### src/rtl/fft_pkg.sv
// Shared definitions for the radix-2 FFT block: sequencer states, default
// geometry, and the packed complex word layout used by the butterfly wrappers.
package fft_pkg;

    localparam int LOG2N_DEF    = 3;
    localparam int PIPE_LAT_DEF = 6;

    // Packed complex word: real in the upper half, imaginary in the lower half.
    localparam int CPX_W     = 32;
    localparam int CPX_RE_HI = 31;
    localparam int CPX_RE_LO = 16;
    localparam int CPX_IM_HI = 15;
    localparam int CPX_IM_LO = 0;

    typedef enum logic [1:0] {
        IDLE   = 2'd0,
        ISSUE  = 2'd1,
        DRAIN  = 2'd2,
        FINISH = 2'd3
    } seq_state_t;

endpackage

### src/rtl/fft_wb_delay.sv
// Write-back delay line: carries {valid, addrA, addrB} from the issue point
// to the write-back point, DEPTH cycles later.
module fft_wb_delay #(
    parameter int DEPTH = 6,
    parameter int AW    = 3
) (
    input  logic          clk,
    input  logic          rst,
    input  logic          in_vld,
    input  logic [AW-1:0] in_a,
    input  logic [AW-1:0] in_b,
    output logic          out_vld,
    output logic [AW-1:0] out_a,
    output logic [AW-1:0] out_b
);

    logic [DEPTH-1:0]         vld_pipe;
    logic [DEPTH-1:0][AW-1:0] a_pipe;
    logic [DEPTH-1:0][AW-1:0] b_pipe;

    always_ff @(posedge clk) begin
        if (rst) begin
            vld_pipe <= '0;
            a_pipe   <= '0;
            b_pipe   <= '0;
        end else begin
            vld_pipe[0] <= in_vld;
            a_pipe[0]   <= in_a;
            b_pipe[0]   <= in_b;
            for (int i = 1; i < DEPTH; i++) begin
                vld_pipe[i] <= vld_pipe[i-1];
                a_pipe[i]   <= a_pipe[i-1];
                b_pipe[i]   <= b_pipe[i-1];
            end
        end
    end

    assign out_vld = vld_pipe[DEPTH-1];
    assign out_a   = a_pipe[DEPTH-1];
    assign out_b   = b_pipe[DEPTH-1];

endmodule

### src/rtl/fft_r2_sequencer.sv
// In-place radix-2 DIT FFT scheduler: one butterfly issue per cycle, with the
// butterfly pipeline drained between stages so no stage reads stale data.
module fft_r2_sequencer
    import fft_pkg::*;
#(
    parameter int LOG2N    = LOG2N_DEF,
    parameter int PIPE_LAT = PIPE_LAT_DEF
) (
    input  logic             Clk,
    input  logic             Rst,
    input  logic             Start,
    input  logic             Hold,
    output logic             Busy,
    output logic             Done,
    output logic [LOG2N-1:0] Stage,
    output logic             RdEn,
    output logic [LOG2N-1:0] RdAddrA,
    output logic [LOG2N-1:0] RdAddrB,
    output logic [LOG2N-2:0] TwAddr,
    output logic             WrEn,
    output logic [LOG2N-1:0] WrAddrA,
    output logic [LOG2N-1:0] WrAddrB
);

    localparam int KW = LOG2N - 1;
    localparam int CW = $clog2(PIPE_LAT + 1);

    seq_state_t       state, state_nxt;
    logic [KW-1:0]    k, k_nxt;
    logic [CW-1:0]    drain_cnt, drain_cnt_nxt;
    logic [LOG2N-1:0] stage, stage_nxt;
    logic             rd_en, rd_en_nxt, busy, busy_nxt, done, done_nxt;
    logic [LOG2N-1:0] rd_a, rd_a_nxt, rd_b, rd_b_nxt;
    logic [KW-1:0]    tw, tw_nxt;

    logic [LOG2N-1:0] span, base, addr_a, addr_b;
    logic [KW-1:0]    pos_mask, pos_k, tw_c;

    always_comb begin
        // Butterfly k of stage s: A = grp*2*span + pos, B = A + span.
        span     = LOG2N'(1) << stage;
        pos_mask = ~({KW{1'b1}} << stage);
        pos_k    = k & pos_mask;
        base     = ({1'b0, k} >> stage) << (stage + LOG2N'(1));
        addr_a   = base | {1'b0, pos_k};
        addr_b   = addr_a | span;
        tw_c     = pos_k << (LOG2N'(KW) - stage);

        state_nxt     = state;
        k_nxt         = k;
        drain_cnt_nxt = drain_cnt;
        stage_nxt     = stage;
        rd_en_nxt     = 1'b0;
        rd_a_nxt      = rd_a;
        rd_b_nxt      = rd_b;
        tw_nxt        = tw;
        busy_nxt      = busy;
        done_nxt      = 1'b0;

        case (state)
            IDLE: begin
                k_nxt         = '0;
                drain_cnt_nxt = '0;
                stage_nxt     = '0;
                if (Start) state_nxt = ISSUE;
            end
            ISSUE: begin
                if (!Hold) begin
                    rd_en_nxt = 1'b1;
                    rd_a_nxt  = addr_a;
                    rd_b_nxt  = addr_b;
                    tw_nxt    = tw_c;
                    busy_nxt  = 1'b1;
                    k_nxt     = k + KW'(1);
                    if (k == {KW{1'b1}}) begin
                        state_nxt     = DRAIN;
                        drain_cnt_nxt = '0;
                    end
                end
            end
            DRAIN: begin
                // The last issue of the stage writes back PIPE_LAT cycles later.
                if (drain_cnt == CW'(PIPE_LAT - 1)) begin
                    drain_cnt_nxt = '0;
                    if (stage == LOG2N'(LOG2N - 1)) begin
                        state_nxt = FINISH;
                    end else begin
                        stage_nxt = stage + LOG2N'(1);
                        state_nxt = ISSUE;
                    end
                end else begin
                    drain_cnt_nxt = drain_cnt + CW'(1);
                end
            end
            FINISH: begin
                busy_nxt  = 1'b0;
                done_nxt  = 1'b1;
                stage_nxt = '0;
                state_nxt = IDLE;
            end
            default: state_nxt = IDLE;
        endcase
    end

    always_ff @(posedge Clk) begin
        if (Rst) begin
            state     <= IDLE;
            k         <= '0;
            drain_cnt <= '0;
            stage     <= '0;
            rd_en     <= 1'b0;
            rd_a      <= '0;
            rd_b      <= '0;
            tw        <= '0;
            busy      <= 1'b0;
            done      <= 1'b0;
        end else begin
            state     <= state_nxt;
            k         <= k_nxt;
            drain_cnt <= drain_cnt_nxt;
            stage     <= stage_nxt;
            rd_en     <= rd_en_nxt;
            rd_a      <= rd_a_nxt;
            rd_b      <= rd_b_nxt;
            tw        <= tw_nxt;
            busy      <= busy_nxt;
            done      <= done_nxt;
        end
    end

    fft_wb_delay #(
        .DEPTH (PIPE_LAT),
        .AW    (LOG2N)
    ) u_wb_delay (
        .clk     (Clk),
        .rst     (Rst),
        .in_vld  (rd_en),
        .in_a    (rd_a),
        .in_b    (rd_b),
        .out_vld (WrEn),
        .out_a   (WrAddrA),
        .out_b   (WrAddrB)
    );

    assign Busy    = busy;
    assign Done    = done;
    assign Stage   = stage;
    assign RdEn    = rd_en;
    assign RdAddrA = rd_a;
    assign RdAddrB = rd_b;
    assign TwAddr  = tw;

endmodule

### config.mk
export PLATFORM = sky130hd
export DESIGN_NAME = fft_r2_sequencer
export DESIGN_NICKNAME = d
export VERILOG_FILES = /design/src/rtl/fft_pkg.sv /design/src/rtl/fft_wb_delay.sv /design/src/rtl/fft_r2_sequencer.sv
export SDC_FILE = /design/constraint.sdc
export NUM_CORES = 1
export LEC_CHECK = 0
export CORE_MARGIN = 2
export CORE_UTILIZATION = 35
export DETAILED_ROUTE_END_ITERATION = 10
export DONT_BUFFER_PORTS = 1
export PLACE_DENSITY = 0.61
export SLEW_MARGIN = 20
export SYNTH_ARGS = -nofsm -noshare
export SYNTH_HDL_FRONTEND = slang
export SYNTH_HIERARCHICAL = 1
export SYNTH_SLANG_ARGS = --single-unit
### constraint.sdc
create_clock -name Clk -period 2.2 [get_ports Clk]
set_clock_uncertainty 0.2 [all_clocks]
set_input_delay 0.44 -clock Clk [delete_from_list [all_inputs] [get_ports Clk]]
set_output_delay 0.44 -clock Clk [all_outputs]
set_load 0.01 [all_outputs]
# == Word level (Yosys, flattened, before mapping) ==
# Cells that the tools add are included.
# word_totals
reg_bits,63
inputBits,4
out_inout_bits,21
# classes
n_reduce_logical,13
mux,19
bitwise,6
shift,5
eq_ne,11
add_sub_neg,4
# op_table
cell,n
2-to-1 mux 3 bit,5
2-to-1 mux 2 bit,6
"!= test 2 bit, second input constant",5
one-hot mux 3 bit (3 select lines),1
one-hot mux 2 bit (4 select lines),1
"adder 3 x 1 -> 3 bit, second input constant",2
"== test 2 bit, second input constant",3
one-hot mux 3 bit (2 select lines),1
AND reduction 2 bit,3
AND reduction 3 bit,2
nonzero test 2 bit,3
one-hot mux 2 bit (2 select lines),1
AND reduction 4 bit,1
OR reduction 2 bit,2
"== test 3 x 2 -> 1 bit, second input constant",1
"== test 3 bit, second input constant",1
2-to-1 mux 1 bit,3
bitwise OR 3 x 2 -> 3 bit,1
bitwise OR 3 bit,1
nonzero test 3 bit,1
"<< shifter 1 x 3 -> 3 bit, first input constant",1
<< shifter 2 x 3 -> 2 bit,1
"<< shifter 2 x 3 -> 2 bit, first input constant",1
<< shifter 3 x 3 -> 3 bit,1
other kinds (9),10

# == Logic depth before layout (Yosys ltp) ==
# Gate-level depths: netlist (run 1).
# logic_depth
depth_word,5
ltp_mapped,7
depth_no_buf,6

# == Modules after synthesis ==
# Netlist (run 1), hierarchy kept.
# by_module_without_submodules
module,instances,cells_each,area_per_inst_um2
fft_wb_delay,1,94,1168.6
fft_r2_sequencer,1,134,1111.1

# == Worst setup path before layout (run 1) ==
# OpenSTA, ideal clock, no wires.
# synth_path
path_type,register to register
startpoint,register stage[0] (netlist: Stage[0])
endpoint,register rd_b[1] (netlist: RdAddrB[1])
path_stages_with_launch,8
setup_ns,0.079
path_buffers,1
t_arrival_ns,1.986
path_slack_ns,-0.066
cell_sequence,dfxtp_1 buf_2 inv_1 ha_1 or4_4 o31ai_2 a21oi_1 a211oi_2
# synth_via
elab_chain_cells,5
# synth_lines
item,line,source
"start, declared",fft_r2_sequencer.sv:31,"logic [LOG2N-1:0] stage, stage_nxt;"
"start signal, assigned",fft_r2_sequencer.sv:121,stage <= stage_nxt;
branches (longest 4 deep; another with adder 3 x 1 -> 3 bit),-,
bitwise OR 3 bit (*),fft_r2_sequencer.sv:46,addr_b = addr_a | span;
"end signal, assigned",fft_r2_sequencer.sv:124,rd_b <= rd_b_nxt;
"end, declared",fft_r2_sequencer.sv:33,"logic [LOG2N-1:0] rd_a, rd_a_nxt, rd_b, rd_b_nxt;"
# Mark *: on every way between the ends.
# A chain may end at the register's enable or synchronous reset.

# == Worst setup path in the final report (run 1) ==
# Ends and elaborated chain as after synthesis.

==> flow_metrics.tcl, run 1 <==
set metrics [dict create \
    status "finished, final reports clean" \
    ys_types 38 \
    p_leak_nw 0.998 \
    antenna_found_initial 0 \
    slew_headroom_pct 68.1 \
    final_max_slew_viol_count 0 \
    drive_gt1_share_pct 11.6 \
    synth_flop_cell "dfxtp_1" \
    fillers 636 \
    cpMaxStageDelayCell "or4_4" \
    netlist_instances 228 \
    power-per-cell-area_mw_per_mm2 1070 \
    initial_core_util_pct 36.1 \
    ant_nets 0 \
    cts_max_level 3 \
    grt_pass1_vias 1352 \
    swShare_pct 26.1 \
    grt_overflow 0 \
    drtPass1Iterations 4 \
    final_area_mm2 0.00256 \
    route.met3.wl_um 217 \
    cts_max_path_buffers 2 \
    critPathMaxStageDelay_ns 0.51 \
    reg.largest.list "u_wb_delay/a_pipe (15), u_wb_delay/b_pipe (15), u_wb_delay/vld_pipe (6)" \
    maxCapViolCount 0 \
    ys_seq_elements 63 \
    hold_violations 0 \
    ir_drop_mv 0.539 \
    core_mm2 0.00631 \
    synthArstFlopShare_pct 0 \
    grt_pass1_wl_mm 6.31 \
    final_util_pct 40.6 \
    die_w_um 84.7 \
    cts_root_buf "clkbuf_8" \
    syn_area_per_cell_um2 10.0 \
    wl_met2_mm 1.72 \
    die_area_mm2 0.00717 \
    worstPathMaxFanout 5 \
    synthTopCellsByArea "dfxtp_1 (55%), nor2b_1 (13%), ha_1 (4.9%), a21oi_1 (2.9%), nand2_1 (2.3%)" \
    fin_crit_sh_pct 92.5 \
    hold_class "in2reg" \
    crit_arrival_ns 2.09 \
    drc 0 \
    drt_iter0_markers 50 \
    p_total_w 0.00275 \
    final_net_count 240 \
    p_sw_w 0.000718 \
    cp_cell_sequence "inv_1 > ha_1 > or4_4 > o31ai_2 > a21oi_1 > a211oi_2" \
    maxUsedRoutingLayer "met4" \
    max_freq_mhz 492 \
    setup_viol 0 \
    dpl_cell_area_mm2 0.00231 \
    synth.cell_area_mm2 0.00228 \
    critPathBufInv 1 \
    cts_resized 0 \
    sequentialPowerShare_pct 46.0 \
    clkPwrFrac_pct 40.7 \
    area_growth_pct 12.5 \
    p_comb_share_pct 13.3 \
    wl_per_cell_um 11.5 \
    ys_seq_area_share_pct 55.3 \
    synth_enable_flop_cells 0 \
    fin_crit_ns 2.03 \
    worst_pin_slew_ns 0.478 \
    place_congestion 0.776 \
    synth_top_area_share_pct 55.3 \
    postCtsSetupRepairBufs 0 \
    cts_num_sinks 63 \
    criticalPathCategory "reg2reg" \
    track_usage_pct 11.4 \
    numCtsBuffers 9 \
    place_hpwl_mm 2.23 \
    wl_mm 3.55 \
    r2r_slack_ns 0.17 \
    cts_tree "done" \
    io_pins 25 \
    n_antenna_cell 0 \
    row_count 29 \
    syn-num-nets 241 \
    fin_ws_ns 0.166 \
    io_buffers 0 \
    clk_latency_ns 0.33 \
    grt_max_degree 58 \
    fin_setup_tns_ns 0 \
    ys_warn_count 6 \
    wl_met1_mm 1.57 \
    cts_hold_buf 1 \
    vias 1431 \
    pre_cts_ws_ns 0.177 \
    start_kind "register" \
    rsz0062_at_grt "no" \
    critPathTopFamily "simple AND/OR/NAND/NOR gates" \
    dieHeight_um 84.7 \
    path_clk_slew_ns 0.07 \
    endpoint_kind "register" \
    crit_required_ns 2.25 \
    cell_internal_pwr_w 0.00203 \
    vias_per_cell 4.63 \
    synth_top_area_cell "dfxtp_1" \
]
-- cell families after synthesis --
logic type                 Yosys count  synth area share (%)
AOI/OAI and AO/OA                   35                  10.2
buffers and inverters               24                  5.21
adders and majority gates            9                  4.94
DFF                                 63                  55.3
and+or+nand+nor                     94                  23.1
muxes                                1                 0.439
xor gates and xnor gates             2                 0.769
-- power by group through the flow --
stage	registers [W]	logic, W	clock network [W]
6_report	0.00126	0.000365	0.00112
4_1_cts	0.00127	0.000368	0.00115
3_3_place_gp	0.00129	0.000340	0
5_1_grt	0.00127	0.000420	0.00121
3_5_place_dp	0.00129	0.000347	0
2_1_floorplan	0.00128	0.000294	0
-- cells in the final DEF, fill, tap and decap left out, types with 3 or more instances in the layout --
master	count
a21oi_1	13
buf_4	4
clkbuf_8	10
dfxtp_1	62
ha_1	9
inv_1	7
nand2_1	14
nand2b_1	4
nor2_1	14
nor2b_1	48
nor3_1	3
o21ai_0	7
-- cells in the mapped netlist, drive strengths merged (2+ instances only) --
master  count
nor2b      48
nand4       2
nor3        3
nor2       14
nor4        2
ha          9
nand2      14
inv         7
clkbuf      6
buf        11
a31oi       2
dfxtp      63
a21oi      13
a211oi      3
o21ai       7
nand2b      4
-- area by class of cell --
cell class / instances / area, µm² / share of cell area (%)
Sequential cell: 63 / 1260 / 49.2
Multi-Input combinational cell: 141 / 900 / 35.1
Clock buffer: 10 / 138 / 5.37
Tap cell: 77 / 96.3 / 3.76
Clock inverter: 6 / 92.6 / 3.61
Timing Repair Buffer: 5 / 50.0 / 1.95
Inverter: 7 / 26.3 / 1.02
-- path summary, 6_finish.rpt --
| path | from | endpoint | depth (start not counted) |
|---|---|---|---|
| worst max-delay path | Stage[0]$_SDFFE_PP0P_ | RdAddrB[1]$_SDFFE_PP0P_ | 6 |
| worst min-delay path | Rst | state[1]$_SDFFE_PP0P_ | 2 |
| worst max register to register | Stage[0]$_SDFFE_PP0P_ | RdAddrB[1]$_SDFFE_PP0P_ | 6 |
| worst min register to register | u_wb_delay/a_pipe[6]$_SDFF_PP0_ | u_wb_delay/a_pipe[9]$_SDFF_PP0_ | 1 |
-- metal layers --
layer  track usage (%)  up-vias
li1                  -      748
met1              12.6      655
met2              18.0       22
met3              6.10        6
met4              5.63        0
met5                 0        -
-- per-stage QoR --
step / hold WS, ns / instances
4_1_cts: 0.0680 / 309
3_3_place_gp: 0.216 / 292
5_1_grt: 0.0825 / 309
6_report: 0.0835 / 309
2_1_floorplan: 0.214 / 228
3_5_place_dp: 0.220 / 292
Power figures use the tool's default switching activity.
==> run 2, diff against run 1 <==
--- a/config.mk
+++ b/config.mk
@@ -9,7 +9,8 @@
 export CORE_UTILIZATION = 35
 export DETAILED_ROUTE_END_ITERATION = 10
 export DONT_BUFFER_PORTS = 1
-export PLACE_DENSITY = 0.61
+export PLACE_DENSITY = 0.59
+export RECOVER_POWER = 50
 export SLEW_MARGIN = 20
 export SYNTH_ARGS = -nofsm -noshare
 export SYNTH_HDL_FRONTEND = slang
==> constraint.sdc (replaced) <==
create_clock -name Clk -period 2.6 [get_ports Clk]
set_clock_uncertainty 0.2 [all_clocks]
set_input_delay 0.52 -clock Clk [delete_from_list [all_inputs] [get_ports Clk]]
set_output_delay 0.52 -clock Clk [all_outputs]
set_load 0.01 [all_outputs]
==> run 2 against run 1 <==
  * Wire length increased by 2.5%
  * Register-to-register slack improved by 0.37 ns
  * Combinational power fell by 21%
  * First-iteration DRC count up 74%
  * Critical path depth stayed put
  * Sequential power shrank 15%
  * Clock-buffer cell count unchanged
  * Global-route usage is 0.53 points lower
  * Critical path type unchanged
  * Clock power down 19%
  * Utilization down 0.73 points
==> flow_metrics.tcl, run 2 (synthesized netlist as in run 1, its figures left out) <==
set metrics [dict create \
    status "finished, final reports clean" \
    rsz0062_at_grt "no" \
    fin_crit_ns 2.06 \
    r2r_slack_ns 0.54 \
    drt_iter0_markers 87 \
    antenna_found_initial 0 \
    io_pins 25 \
    grt_pass1_vias 1303 \
    final_net_count 238 \
    ir_drop_mv 0.619 \
    place_hpwl_mm 2.29 \
    n_antenna_cell 0 \
    power-per-cell-area_mw_per_mm2 900 \
    vias 1456 \
    hold_slack_ns 0.0494 \
    io_buffers 0 \
    numCtsBuffers 9 \
    drc 0 \
    wl_mm 3.64 \
    initial_core_util_pct 36.1 \
    layout_common_cells "dfxtp_1 (63), nor2b_1 (48), nand2_1 (14), nor2_1 (14), a21oi_1 (13)" \
    cts_max_path_buffers 2 \
    area_growth_pct 10.5 \
    r2r-start "Stage[0]$_SDFFE_PP0P_" \
    p_leak_nw 0.976 \
    hold_path_startpoint "Rst" \
    cts_resized 0 \
    path_clk_slew_ns 0.07 \
    drive_gt1_share_pct 10.0 \
    cts_hold_buf 0 \
    start_kind "register" \
    fin_setup_tns_ns 0 \
    worstPathMaxFanout 5 \
    maxCapViolCount 0 \
    core_mm2 0.00631 \
    vias_per_cell 4.74 \
    drtPass1Iterations 4 \
    dieHeight_um 84.7 \
    final_max_slew_viol_count 0 \
    placed_cells 291 \
    cts_root_buf "clkbuf_8" \
    holdPathStages 1 \
    cts_max_level 3 \
    place_congestion 0.758 \
    p_total_w 0.00227 \
    hold_violations 0 \
    die_area_mm2 0.00717 \
    die_w_um 84.7 \
    layout.cells.non_filler 307 \
    crit_required_ns 2.66 \
    min_to "u_wb_delay/out_b[2]$_SDFF_PP0_" \
    track_usage_pct 10.9 \
    postCtsSetupRepairBufs 0 \
    final_common_cell "dfxtp_1" \
    row_count 29 \
    ff2ff_path_depth 6 \
    setup_viol 0 \
    grt_overflow 0 \
    cts_num_sinks 63 \
    criticalPathCategory "reg2reg" \
    endpoint_kind "register" \
    grt_max_degree 62 \
    slew_headroom_pct 68.9 \
    fin_crit_sh_pct 79.3 \
    ant_nets 0 \
    rr_endpoint "RdAddrB[1]$_SDFFE_PP0P_" \
    clk_latency_ns 0.33 \
    reg.largest.list "u_wb_delay/a_pipe (15), u_wb_delay/b_pipe (15), u_wb_delay/vld_pipe (6)" \
    worst_pin_slew_ns 0.466 \
    grt_pass1_wl_mm 6.02 \
    max_freq_mhz 485 \
    crit_arrival_ns 2.12 \
    wl_per_cell_um 11.8 \
    hold_class "in2reg" \
    cts_tree "done" \
]
[run 2: cell types whose count changed in the layout (fill, tap and decap cells not counted), sizes merged]
| cell | before | now |
|---|---|---|
| clkinv | 1 | 2 |
| inv | 8 | 7 |
| buf | 5 | 3 |
[run 2: worst max path at each step]
stage,start,end,slack [ns],depth (start not counted)
floorplan,Stage[0]$_SDFFE_PP0P_,RdAddrB[1]$_SDFFE_PP0P_,0.33,7
global placement,Stage[0]$_SDFFE_PP0P_,RdAddrB[1]$_SDFFE_PP0P_,0.59,6
detailed placement,Stage[0]$_SDFFE_PP0P_,RdAddrB[1]$_SDFFE_PP0P_,0.57,6
CTS,Stage[0]$_SDFFE_PP0P_,RdAddrB[1]$_SDFFE_PP0P_,0.53,6
global route,Stage[0]$_SDFFE_PP0P_,RdAddrB[1]$_SDFFE_PP0P_,0.42,6
finish,Stage[0]$_SDFFE_PP0P_,RdAddrB[1]$_SDFFE_PP0P_,0.54,6
[run 2: final cells by class]
type,instances,area (µm²)
Multi-Input combinational cell,141,900
Fill cell,660,3790
Sequential cell,63,1260
Timing Repair Buffer,3,22.5
Inverter,7,26.3
Clock inverter,6,85.1
Clock buffer,10,128
Tap cell,77,96.3
[run 2: metal layers]
layer | vias to the layer above | global-route usage (%) | wire (µm)
met1 | 677 | 12.2 | 1640
met2 | 31 | 17.3 | 1730
met4 | 0 | 3.90 | 56
li1 | 742 | - | -
met3 | 6 | 6.29 | 209
met5 | - | 0 | 0
[run 2: worst max-delay path: stages, from the launching register on]
cell      delay [ns]
dfxtp_1         0.33
inv_1           0.07
ha_1            0.37
or4_4           0.51
o31ai_2         0.22
a21oi_1         0.09
a211oi_2        0.20
[run 2: where the power goes]
part / internal [W] / switching (W)
sequential: 0.00102 / 0.0000497
clock: 0.000536 / 0.000371
combinational: 0.000119 / 0.000168
total: 0.00168 / 0.000589
[run 2: through the flow]
stage	util, %	instance area (µm²)	setup WS [ns]
global route	39.9	2520	0.419
CTS	39.9	2520	0.532
finish	39.9	2520	0.537
detailed placement	36.5	2310	0.567
floorplan	-	2280	0.334
global placement	36.5	2310	0.591
==> run 3, diff against run 2 <==
==> constraint.sdc (replaced) <==
create_clock -name Clk -period 1.9 [get_ports Clk]
set_clock_uncertainty 0.2 [all_clocks]
set_input_delay 0.38 -clock Clk [delete_from_list [all_inputs] [get_ports Clk]]
set_output_delay 0.38 -clock Clk [all_outputs]
set_load 0.01 [all_outputs]
==> run 3 against run 2 <==
  * Hold slack got worse by 0.035 ns
  * Fmax rose by 14%
  * Utilization rose by 1.9 points
  * First-iteration DRC count fell by 23%
  * Cell area rose by 4.7%
  * Sequential share of layout area fell by 2.1 points
  * Largest power group unchanged
  * Clock-buffer cell count did not move
  * Clock power rose by 37%
  * Wire length rose by 4.1%
  * Global-route usage rose by 0.51 points
  * Sequential power rose by 36%
==> flow_metrics.tcl, run 3 (synthesized netlist as in run 1, its figures left out) <==
set metrics [dict create \
    io_buffers 0 \
    rsz0062_at_grt "no" \
    critPathTopFamily "simple AND/OR/NAND/NOR gates" \
    die_area_mm2 0.00717 \
    fillers 630 \
    core_mm2 0.00631 \
    ant_nets 0 \
    power-per-cell-area_mw_per_mm2 1190 \
    final_net_count 245 \
    hold_class "in2reg" \
    final_util_pct 41.8 \
    io_pins 25 \
    path_clk_slew_ns 0.07 \
    drt_iter0_markers 67 \
    status "finished, final reports clean" \
    endpoint_kind "register" \
    grt_max_degree 58 \
    critPathMaxStageDelay_ns 0.50 \
    ir_drop_mv 0.667 \
    n_antenna_cell 0 \
    row_count 29 \
    final_area_mm2 0.00264 \
    numCtsBuffers 9 \
    cts_num_sinks 63 \
    grt_pass1_wl_mm 6.33 \
    maxCapViolCount 0 \
    hold_violations 0 \
    drive_gt1_share_pct 16.0 \
    initial_core_util_pct 36.1 \
    wl_mm 3.79 \
    cts_root_buf "clkbuf_8" \
    criticalPathCategory "reg2reg" \
    final_common_cell "dfxtp_1" \
    track_usage_pct 11.4 \
    antenna_found_initial 0 \
    start_kind "register" \
    cp.depth 6 \
    setup_viol 0 \
    worst_pin_slew_ns 0.400 \
    dieHeight_um 84.7 \
    p_leak_nw 1.02 \
    drtPass1Iterations 4 \
    cp_cell_sequence "buf_6 > ha_4 > or4_4 > o31ai_4 > a21oi_2 > a211oi_2" \
    reg.largest.list "u_wb_delay/a_pipe (15), u_wb_delay/b_pipe (15), u_wb_delay/vld_pipe (6)" \
    slew_headroom_pct 73.0 \
    crit_required_ns 1.96 \
    max_freq_mhz 552 \
    place_congestion 0.744 \
    cts_max_path_buffers 2 \
    crit_arrival_ns 1.87 \
    layout_common_cells "dfxtp_1 (61), nor2b_1 (47), nand2_1 (14), nor2_1 (14), a21oi_1 (12)" \
    vias 1464 \
    dpl_cell_area_mm2 0.00237 \
    area_growth_pct 15.7 \
    place_hpwl_mm 2.37 \
    ff2ff_path_depth 6 \
    die_w_um 84.7 \
    vias_per_cell 4.66 \
    wl_per_cell_um 12.1 \
    cts_max_level 3 \
    cts_tree "done" \
    cpMaxStageDelayCell "or4_4" \
    grt_overflow 0 \
    grt_pass1_vias 1368 \
    clk_latency_ns 0.33 \
    worstPathMaxFanout 5 \
    fin_crit_sh_pct 95.4 \
    final_max_slew_viol_count 0 \
    critPathBufInv 1 \
    drc 0 \
    fin_crit_ns 1.81 \
    holdPathStages 2 \
]
-- run 3: cell count changes in the layout (fill, tap and decap cells not counted), moves of 2 or more --
cell / previous run / this run
ha_1: 9 / 6
inv_4: 0 / 2
buf_4: 3 / 7
dfxtp_1: 63 / 61
ha_4: 0 / 2
-- run 3: path summary, 6_finish.rpt --
path	endpoint	start	slack, ns
worst min register to register	u_wb_delay/a_pipe[11]$_SDFF_PP0_	u_wb_delay/a_pipe[8]$_SDFF_PP0_	0.23
worst max register to register	RdAddrB[1]$_SDFFE_PP0P_	Stage[1]$_SDFFE_PP0P_	0.09
worst min-delay path	state[1]$_SDFFE_PP0P_	Rst	0.01
worst max-delay path	RdAddrB[1]$_SDFFE_PP0P_	Stage[1]$_SDFFE_PP0P_	0.09
-- run 3: worst reg2reg max path, delay by kind of cell, from the launching register on --
family          cells  cell delay [ns]
simple gates        1             0.50
compound gates      3             0.43
flops               1             0.33
fa+ha+maj           1             0.15
buf+inv             1             0.13
-- run 3: through the flow --
step                cells  setup slack (ns)  TNS, ns  hold slack (ns)  total power, W
finish                314            0.0872        0           0.0148         0.00314
global route          314           0.00683        0           0.0332         0.00332
CTS                   314           0.00629        0          0.00238         0.00318
detailed placement    296            0.0203        0            0.222         0.00190
global placement      296            0.0557        0            0.216         0.00190
floorplan             228            -0.102   -0.120            0.214         0.00182
-- run 3: cell type report --
type,count,area [µm²],share of cell area [%]
clock buffer,10,128,4.84
clock inverter,6,83.8,3.18
inverter,7,28.8,1.09
multi-input combinational,141,946,35.9
sequential,63,1270,48.0
tap,77,96.3,3.65
timing repair buffer,10,88.8,3.37
-- run 3: repair_timing --
action	4_1_cts	5_1_grt
hold buffers	1	0
setup buffers	1	0
gates resized for setup	5	2
setup endpoints to repair	1	2
endpoints found under the hold margin	57	0
pin swaps	4	1
cloned	1	0
-- run 3: where the power goes --
group	total (W)	switching, W	internal [W]
registers	0.00146	0.0000657	0.00140
logic	0.000438	0.000254	0.000183
clock network	0.00124	0.000508	0.000735
-- run 3: routing by layer --
metal | track usage [%] | wire [µm] | up-vias
li1 | - | - | 757
met1 | 13.2 | 1770 | 669
met2 | 18.0 | 1760 | 35
met3 | 6.29 | 230 | 3
met4 | 3.90 | 27 | 0
met5 | 0 | 0 | -
